==> config.mk <==
export PLATFORM = sky130hd
export DESIGN_NAME = nibble_serial_alu_adder
export DESIGN_NICKNAME = d
export VERILOG_FILES = /design/src/rtl/nibble_serial_alu_adder.sv
export SDC_FILE = /design/constraint.sdc
export NUM_CORES = 1
export LEC_CHECK = 0
export ABC_AREA = 1
export CORE_ASPECT_RATIO = 1.1
export CORE_MARGIN = 4
export CORE_UTILIZATION = 29
export CTS_BUF_LIST = sky130_fd_sc_hd__clkbuf_16
export DETAILED_ROUTE_END_ITERATION = 7
export GPL_TIMING_DRIVEN = 0
export PLACE_DENSITY = 0.58
export SKIP_CTS_REPAIR_TIMING = 1
export SLEW_MARGIN = 30
export SYNTH_ARGS = -nofsm -noshare
export SYNTH_HDL_FRONTEND = slang
export SYNTH_SLANG_ARGS = --single-unit
==> constraint.sdc <==
create_clock -name clk -period 3 [get_ports clk]
set_clock_uncertainty 0.05 [all_clocks]
set_input_delay 0.6 -clock clk [delete_from_list [all_inputs] [get_ports clk]]
set_output_delay 0.6 -clock clk [all_outputs]
set_load 0.02 [all_outputs]
==> src/rtl/nibble_serial_alu_adder.sv <==
// rtl/nibble_serial_alu_adder.sv - 16-bit add/sub/PADDSB sequencer driving a 4-bit CLA one nibble per cycle
// Optional build macro: SERIAL_ADDER_FLAGS_EN (zero/overflow/negative flag registers)

module nibble_serial_alu_adder #(
    parameter int NIBBLES = 4
) (
    input  logic                   clk,
    input  logic                   rst_n,
    input  logic                   start,
    input  logic [1:0]             op,
    input  logic [4*NIBBLES-1:0]   a,
    input  logic [4*NIBBLES-1:0]   b,
    output logic [3:0]             cla_a,
    output logic [3:0]             cla_b,
    output logic                   cla_cin,
    output logic                   cla_cntrl,
    input  logic [3:0]             cla_s,
    input  logic                   cla_cout,
    input  logic                   cla_c3,
    output logic                   busy,
    output logic                   done,
    output logic [4*NIBBLES-1:0]   result,
    output logic                   flag_z,
    output logic                   flag_v,
    output logic                   flag_n
);

    localparam int W  = 4 * NIBBLES;
    localparam int CW = (NIBBLES > 1) ? $clog2(NIBBLES) : 1;

    localparam logic [1:0] OP_SUB    = 2'b01;
    localparam logic [1:0] OP_PADDSB = 2'b10;

    localparam logic [CW-1:0] CNT_LAST = CW'(NIBBLES - 1);

    typedef enum logic {
        IDLE = 1'b0,
        RUN  = 1'b1
    } state_t;

    state_t          state_q;
    state_t          state_d;
    logic [CW-1:0]   cnt;
    logic [W-1:0]    a_q;
    logic [W-1:0]    b_q;
    logic [1:0]      op_q;
    logic            carry_q;
    logic [W-1:0]    psum;
    logic [W-1:0]    psum_next;
    logic [W-1:0]    sat_result;
    logic [CW+1:0]   nib_base;
    logic            is_sub;
    logic            is_padd;
    logic            last;
    logic            ovf_last;
    logic            accept;

    assign is_sub   = (op_q == OP_SUB);
    assign is_padd  = (op_q == OP_PADDSB);
    assign last     = (state_q == RUN) && (cnt == CNT_LAST);
    assign accept   = (state_q == IDLE) && start;
    assign nib_base = {cnt, 2'b00};
    assign busy     = (state_q == RUN);

    // Signed overflow of the full-width add; PADDSB never saturates at 16 bits
    assign ovf_last = !is_padd && (cla_c3 ^ cla_cout);

    // State register
    always_ff @(posedge clk or negedge rst_n) begin
        if (!rst_n) begin
            state_q <= IDLE;
        end else begin
            state_q <= state_d;
        end
    end

    // Next state: leave IDLE on start, return after the last nibble
    always_comb begin
        state_d = state_q;
        case (state_q)
            IDLE:    if (start) state_d = RUN;
            RUN:     if (cnt == CNT_LAST) state_d = IDLE;
            default: state_d = IDLE;
        endcase
    end

    // Present the current nibble to the CLA; everything idles at zero outside RUN
    always_comb begin
        cla_a     = 4'h0;
        cla_b     = 4'h0;
        cla_cin   = 1'b0;
        cla_cntrl = 1'b0;
        if (state_q == RUN) begin
            cla_a     = a_q[nib_base +: 4];
            cla_b     = b_q[nib_base +: 4] ^ {4{is_sub}};
            cla_cin   = is_padd ? 1'b0 : carry_q;
            cla_cntrl = is_padd;
        end
    end

    // Merge this cycle's CLA nibble into the partial sum and apply 16-bit saturation
    always_comb begin
        psum_next = psum;
        psum_next[nib_base +: 4] = cla_s;
        sat_result = psum_next;
        if (ovf_last) begin
            sat_result = a_q[W-1] ? {1'b1, {(W-1){1'b0}}} : {1'b0, {(W-1){1'b1}}};
        end
    end

    // Operand capture, nibble counter, carry chain, result and done pulse
    always_ff @(posedge clk or negedge rst_n) begin
        if (!rst_n) begin
            cnt     <= '0;
            a_q     <= '0;
            b_q     <= '0;
            op_q    <= 2'b00;
            carry_q <= 1'b0;
            psum    <= '0;
            result  <= '0;
            done    <= 1'b0;
        end else begin
            done <= 1'b0;
            if (accept) begin
                a_q     <= a;
                b_q     <= b;
                op_q    <= op;
                cnt     <= '0;
                carry_q <= (op == OP_SUB);
                psum    <= '0;
            end else if (state_q == RUN) begin
                carry_q <= cla_cout;
                psum    <= psum_next;
                if (last) begin
                    cnt    <= '0;
                    result <= sat_result;
                    done   <= 1'b1;
                end else begin
                    cnt <= cnt + 1'b1;
                end
            end
        end
    end

`ifdef SERIAL_ADDER_FLAGS_EN
    logic flag_z_q;
    logic flag_v_q;
    logic flag_n_q;

    // Flags track the last ADD/SUB completion; PADDSB leaves them untouched
    always_ff @(posedge clk or negedge rst_n) begin
        if (!rst_n) begin
            flag_z_q <= 1'b0;
            flag_v_q <= 1'b0;
            flag_n_q <= 1'b0;
        end else if (last && !is_padd) begin
            flag_z_q <= (sat_result == '0);
            flag_v_q <= ovf_last;
            flag_n_q <= sat_result[W-1];
        end
    end

    assign flag_z = flag_z_q;
    assign flag_v = flag_v_q;
    assign flag_n = flag_n_q;
`else
    assign flag_z = 1'b0;
    assign flag_v = 1'b0;
    assign flag_n = 1'b0;
`endif

endmodule
==> metrics.yaml, run 1 <==
status: "completed"
yosys_warnings: 0
die_w_um: 114.0
cts_buffers: 9
dieArea_sq_um: 14210
drt_drc_violations_left: 0
die_h_um: 124.6
grt_start_max_net_pins: 37
max_stage_delay_ps: 620
place_area_sq_um: 4503
grt_antenna_before_repair: 0
synth-seq-cells: 71
post-route-util_pct: 40.11
initialDrtViolationCount: 103
syn_inst: 455
fin_crit_ps: 2815
cellPowerDensity_nw_per_um2: 1096
final_cell_mix: "nand2_1, dfrtp_1, clkdlybuf4s50_1, nor2_1, inv_1"
area_growth_pct: 35.25
htreeDepth: 3
cts_tree: "yes"
setup_violations: 0
cap_violations: 0
worstPathRequired_ps: 2350
num_rows: 42
ios: 74
dr_total_vias: 3072
syn_avg_cell_area_sq_um: 7.878
vdd_drop_max_v: 0.0004323
antenna_left: 0
seq_area_frac_synth_pct: 49.56
cts-root-buf: "clkbuf_16"
final_hold_viol_count: 0
post_drt_wl_per_cell_um: 12.73
cp_cell_sequence: "buf_4 -> inv_2 -> a21oi_2 -> o21ai_1 -> a21oi_1 -> nor2_1 -> clkdlybuf4s50_1"
grt_pass1_vias: 3107
slew_viol_final: 0
wl_met3_um: 366
arrival_ps: 2170
grt_pass1_wl_um: 14860
start_util_pct: 29.66
rsz0062_at_grt: "no"
wl_met1_um: 4266
ys_types: 24
design_area_sq_um: 4848
viasPerCell: 4.401
min_period_over_period_pct: 93.85
dp_hpwl_um: 6755
hold_class: "primary input to async pin"
diodes: 0
final_nets: 587
criticalPathCategory: "register to output pin"
crit_buf_inv: 3
start_kind: "register"
port_buffers: 70
critical-path-slowest-cell: "clkdlybuf4s50_1"
clk_pin_slew_worst_paths_ps: 60
fmaxAchievable_mhz: 355.2
syn_area_sq_um: 3585
overflow: 0
clock_path_buffers: 2
crit_path_max_fanout: 12
wirelength_um: 8889
clk_latency_ps: 330
drive_gt1_share_pct: 13.60
grt_usage_pct: 13.07
path_delay_family: "buffers and inverters"
clkSinkCount: 71
layout_commonest_cell: "nand2_1"
end_kind: "output pin"
maxUsedRoutingLayer: "met4"
core_area_sq_um: 12090
dr.pass1.iters: 4
route.met2.wl_um: 4117
place_congestion: 0.8559
cellLeakagePower_nw: 2.359
-- sequential cells by signal, summed over array words and instances (netlist names) --
signal / flops
psum: 16
done: 1
cnt: 2
a_q: 16
carry_q: 1
busy: 1
op_q: 2
result: 16
b_q: 16
-- cell families after synthesis --
group	count (synthesis)	synth area share, %
buf+inv	51	7.609
other cells	1	0.1046
simple gates	264	30.16
compound gates	63	10.82
flops	71	49.56
fa+ha+maj	5	1.745
-- per-layer routing --
| layer | vias to the layer above | global-route usage, % |
|---|---|---|
| met4 | 0 | 5.101 |
| met2 | 76 | 20.81 |
| li1 | 1584 | - |
| met5 | - | 0 |
| met1 | 1400 | 17.37 |
| met3 | 12 | 2.624 |
-- worst register-to-register path: stages, from the launching register on --
cell	delay (ps)
dfrtp_1	400
buf_4	190
inv_2	220
ha_1	310
inv_2	100
nand2_1	80
nor2_2	60
a21oi_1	210
nand2_1	80
nand2_1	60
nand2_1	40
-- report_power, final --
group / switching (W) / leakage [nW] / internal, W
sequential: 0.000215 / 0.889 / 0.00136
combinational: 0.00149 / 1.30 / 0.00102
clock: 0.000418 / 0.166 / 0.000814
-- Yosys cell counts --
cell type | number | area, sq um
a21oi_1 | 15 | 75.07
a21oi_2 | 14 | 122.6
a22o_1 | 4 | 35.03
a22oi_1 | 1 | 7.510
buf_2 | 8 | 40.04
buf_4 | 6 | 45.04
buf_6 | 5 | 56.30
buf_8 | 1 | 15.01
clkbuf_1 | 1 | 3.750
conb_1 | 1 | 3.750
dfrtp_1 | 71 | 1777
ha_1 | 5 | 62.56
inv_1 | 22 | 82.58
inv_2 | 8 | 30.03
nand2_1 | 194 | 728.2
nand2_2 | 5 | 31.28
nand3_1 | 11 | 55.05
nand3_4 | 1 | 17.52
nor2_1 | 45 | 168.9
nor2_2 | 2 | 12.51
nor2_4 | 6 | 67.56
o21ai_0 | 21 | 105.1
o21ai_1 | 6 | 30.03
o22ai_1 | 2 | 12.51
-- area by class of cell --
| type | count | area (sq um) |
|---|---|---|
| clock buffers | 9 | 225.2 |
| inverters | 30 | 112.6 |
| well taps | 154 | 192.7 |
| multi-input cells | 335 | 1543 |
| flip-flops and latches | 71 | 1777 |
| clock inverters | 7 | 120.1 |
| repair buffers | 71 | 718.2 |
| plain buffers | 21 | 160.2 |
| fillers | 1272 | 7238 |
-- metrics by stage --
| step | power, W | hold WS (ps) | std cells | setup TNS (ps) | setup slack (ps) |
|---|---|---|---|---|---|
| final | 0.005312 | 172.0 | 698 | 0 | 184.6 |
| after global placement | 0.004075 | 401.2 | 681 | -82480 | -1167 |
| after floorplan | 0.003203 | 254.4 | 457 | 0 | 1083 |
| after global routing | 0.005705 | 207.4 | 698 | 0 | 55.30 |
| after CTS | 0.005387 | 181.2 | 698 | 0 | 126.4 |
| after detailed placement | 0.004131 | 408.6 | 682 | 0 | 492.4 |
-- worst paths after layout --
path,startpoint,slack [ps],cells past startpoint,to
worst max-delay path,cnt[1]$_DFFE_PN0P_,180,7,cla_b[0]
worst min-delay path,rst_n,170,1,done$_DFF_PN0_
worst max register to register,cnt[1]$_DFFE_PN0P_,1070,10,result[15]$_DFFE_PN0P_
worst min register to register,a_q[11]$_DFFE_PN0P_,420,2,a_q[11]$_DFFE_PN0P_
max in group asynchronous,rst_n,2170,2,result[2]$_DFFE_PN0P_
min in group clk,a_q[11]$_DFFE_PN0P_,420,2,a_q[11]$_DFFE_PN0P_
(Power assumes the default switching activity.)
==> run 2: changes to the inputs <==
- clock period: 3 -> 2.8 ns (I/O delays scaled with it)
==> metrics.yaml, run 2 (synthesized netlist as in run 1, its figures left out) <==
post-route-util_pct: 40.28
cts-root-buf: "clkbuf_16"
diodes: 0
fin_crit_ps: 2670
core_area_sq_um: 12090
worstPathRequired_ps: 2190
grt_start_max_net_pins: 37
min_period_over_period_pct: 95.36
arrival_ps: 2060
slew_viol_final: 0
cellLeakagePower_nw: 2.451
initialDrtViolationCount: 102
final.setup.tns_ps: 0
final_hold_viol_count: 0
max_stage_delay_ps: 630
final_nets: 587
start_util_pct: 29.66
cts_tree: "yes"
r2r_end: "result[11]$_DFFE_PN0P_"
grt_pass1_wl_um: 14860
cp_cell_sequence: "buf_6 -> buf_6 -> nor2_1 -> nor2_1 -> o21ai_0 -> a21oi_1 -> clkdlybuf4s50_1"
wirelength_um: 8881
overflow: 0
power.total_w: 0.005673
layout_commonest_cell: "nand2_1"
crit_path_max_fanout: 10
viasPerCell: 4.400
drt_drc_violations_left: 0
hold_class: "primary input to async pin"
grt_usage_pct: 13.07
num_rows: 42
htreeDepth: 3
place_area_sq_um: 4503
reg2reg_depth: 9
clk_pin_slew_worst_paths_ps: 60
status: "completed"
cp_num_cells: 7
grt_antenna_before_repair: 0
port_buffers: 70
dp_hpwl_um: 6755
fmaxAchievable_mhz: 374.5
dr_total_vias: 3071
place_congestion: 0.8559
rsz0062_at_grt: "no"
cts_buffers: 9
antenna_left: 0
timing.critical_path.from: "cnt[0]$_DFFE_PN0P_"
post_drt_wl_per_cell_um: 12.72
end_kind: "output pin"
drive_gt1_share_pct: 13.60
clock_path_buffers: 2
criticalPathCategory: "register to output pin"
ios: 74
grt_pass1_vias: 3107
path_delay_family: "buffers and inverters"
critical-path-slowest-cell: "clkdlybuf4s50_1"
vdd_drop_max_v: 0.0004453
final_cell_mix: "nand2_1, dfrtp_1, clkdlybuf4s50_1, nor2_1, inv_1"
cellPowerDensity_nw_per_um2: 1165
start_kind: "register"
dr.pass1.iters: 4
cap_violations: 0
setup_violations: 0
dieArea_sq_um: 14210
hold_ws_ps: 132.6
crit_buf_inv: 3
clk_latency_ps: 330
area_growth_pct: 35.81
die_h_um: 124.6
design_area_sq_um: 4868
die_w_um: 114.0
reg2reg_slack_ps: 970
clkSinkCount: 71
endpoint: "cla_a[2]"
reg2reg_from: "cnt[1]$_DFFE_PN0P_"
run 2: worst min path at each step:
stage | start | to | slack [ps] | cells after the start
after global routing | rst_n | done$_DFF_PN0_ | 170 | 1
after detailed placement | a_q[6]$_DFFE_PN0P_ | a_q[6]$_DFFE_PN0P_ | 410 | 2
after global placement | a_q[7]$_DFFE_PN0P_ | a_q[7]$_DFFE_PN0P_ | 400 | 2
after floorplan | rst_n | a_q[0]$_DFFE_PN0P_ | 210 | 0
after CTS | rst_n | done$_DFF_PN0_ | 140 | 1
final | rst_n | done$_DFF_PN0_ | 130 | 1
run 2: power by group:
group	switching (W)	internal (W)	leakage (nW)	total [W]
combinational	0.00159	0.00108	1.40	0.00266
sequential	0.000230	0.00146	0.889	0.00169
clock	0.000448	0.000873	0.166	0.00132
run 2: metal layers:
metal  vias up  wire length, um  GRT usage [%]
li1       1585                -              -
met1      1407             4254          17.37
met2        67             4158          20.81
met3        12              334          2.624
met4         0              133          5.101
met5         -                0              0
run 2: cell type report:
class	instances	area [sq um]
tap	154	192.7
multi-input combinational	335	1543
clock inverter	7	120.1
sequential	71	1777
clock buffer	9	225.2
buffer	21	160.2
fill	1275	7218
timing repair buffer	71	735.7
inverter	30	115.1
run 2: per-stage QoR:
step	std cells	setup slack (ps)
after floorplan	457	922.9
after global placement	681	-1327
after detailed placement	682	332.4
after CTS	698	-33.61
after global routing	698	6.470
final	698	129.8
==> run 3: changes to the inputs <==
- CORE_UTILIZATION: 29 -> 40
- PLACE_DENSITY: 0.58 -> 0.73
==> metrics.yaml, run 3 (synthesized netlist as in run 1, its figures left out) <==
internal-power_w: 0.003405
final.setup.tns_ps: 0
wirelength_um: 8474
final_hold_viol_count: 0
viasPerCell: 4.824
clkSinkCount: 71
clkPwrFrac_pct: 23.2
reg2reg_slack_ps: 970
timing.slew.headroom_pct: 65.82
overflow: 0
fmaxAchievable_mhz: 411.9
multi_input_area_sq_um: 1543
initialDrtViolationCount: 97
htreeDepth: 3
cts-root-buf: "clkbuf_16"
die_w_um: 98.26
arrival_ps: 1820
cellPowerDensity_nw_per_um2: 1177
clk_pin_slew_worst_paths_ps: 60
cap_violations: 0
dr_total_vias: 3160
cellLeakagePower_nw: 2.472
grt_pass1_wl_um: 14300
setup_violations: 0
area_growth_pct: 34.62
power_frac_seq_pct: 29.7
drive_gt1_share_pct: 13.60
grt_pass1_vias: 3098
path_delay_family: "buffers and inverters"
post_drt_wl_per_cell_um: 12.94
place_congestion: 0.8345
critical-path-slowest-cell: "dfrtp_1"
ios: 74
tightest_slew_ps: 510.8
setup_ws_ps: 372.2
cts_tree: "yes"
num_rows: 35
dp_hpwl_um: 6255
crit_buf_inv: 3
cts_buffers: 9
layout_commonest_cell: "nand2_1"
start_util_pct: 41.98
final_cell_mix: "nand2_1, dfrtp_1, clkdlybuf4s50_1, nor2_1, inv_1"
worstPathRequired_ps: 2190
die_h_um: 107.3
hold_class: "primary input to async pin"
port_buffers: 70
drt_drc_violations_left: 0
reg2reg_depth: 10
min_period_over_period_pct: 86.71
pre_cts_ws_ps: 341.3
core_area_sq_um: 8539
rsz0062_at_grt: "no"
fin_crit_ps: 2428
nFillCells: 817
final_nets: 587
diodes: 0
power.total_w: 0.005678
grt_start_max_net_pins: 48
sw_frac_of_total_pct: 40.03
reg2reg_from: "cnt[1]$_DFFE_PN0P_"
status: "completed"
end_kind: "output pin"
antenna_left: 0
criticalPathCategory: "register to output pin"
p_switching_w: 0.002273
crit_path_max_fanout: 10
slew_viol_final: 0
hold_ws_ps: 83.42
dieArea_sq_um: 10540
grt_antenna_before_repair: 0
timing.critical_path.from: "cnt[0]$_DFFE_PN0P_"
start_kind: "register"
clock_path_buffers: 2
regArea_sq_um: 1777
cp_cell_sequence: "buf_6 -> buf_8 -> a21oi_2 -> o21ai_1 -> nand3_1 -> nand2_1 -> nor2_1 -> dlymetal6s2s_1"
dr.pass1.iters: 4
vdd_drop_max_v: 0.0005704
comb_power_share_pct: 47.1
max_stage_delay_ps: 430
r2r_end: "result[15]$_DFFE_PN0P_"
clk_latency_ps: 330
grt_usage_pct: 16.79
run 3: worst max-delay path by stage:
stage,end,cells past startpoint
after global placement,a_q[9]$_DFFE_PN0P_,1
after floorplan,cla_b[1],7
final,cla_b[1],8
after detailed placement,cla_b[1],7
after global routing,cla_b[0],8
after CTS,cla_b[1],7
run 3: power groups by stage:
stage | Clock [W] | Combinational, W | Sequential, W
floorplan | 0 | 0.00161 | 0.00182
global placement | 0 | 0.00263 | 0.00169
detailed placement | 0 | 0.00270 | 0.00170
CTS | 0.00133 | 0.00272 | 0.00169
global route | 0.00138 | 0.00295 | 0.00175
finish | 0.00132 | 0.00267 | 0.00169
run 3: per-layer routing:
metal | vias to the layer above | global-route usage (%) | share of wire (%)
li1 | 1584 | - | -
met1 | 1468 | 21.41 | 43
met2 | 98 | 28.31 | 49
met3 | 10 | 3.240 | 6.0
met4 | 0 | 6.439 | 1.2
met5 | - | 0 | 0
run 3: area by class of cell:
type	count	share of cell area [%]
buffer	21	3.319
clock buffer	9	4.667
clock inverter	7	2.515
inverter	30	2.385
multi-input combinational	335	31.97
sequential	71	36.82
tap	111	2.878
timing repair buffer	71	15.45
run 3: through the flow:
stage / std cells / cell area [sq um] / util, %
finish: 655 / 4826 / 56.51
CTS: 655 / 4803 / 56.25
global route: 655 / 4826 / 56.51
detailed placement: 639 / 4457 / 52.19
global placement: 638 / 4432 / 51.90
floorplan: 457 / 3592 / -
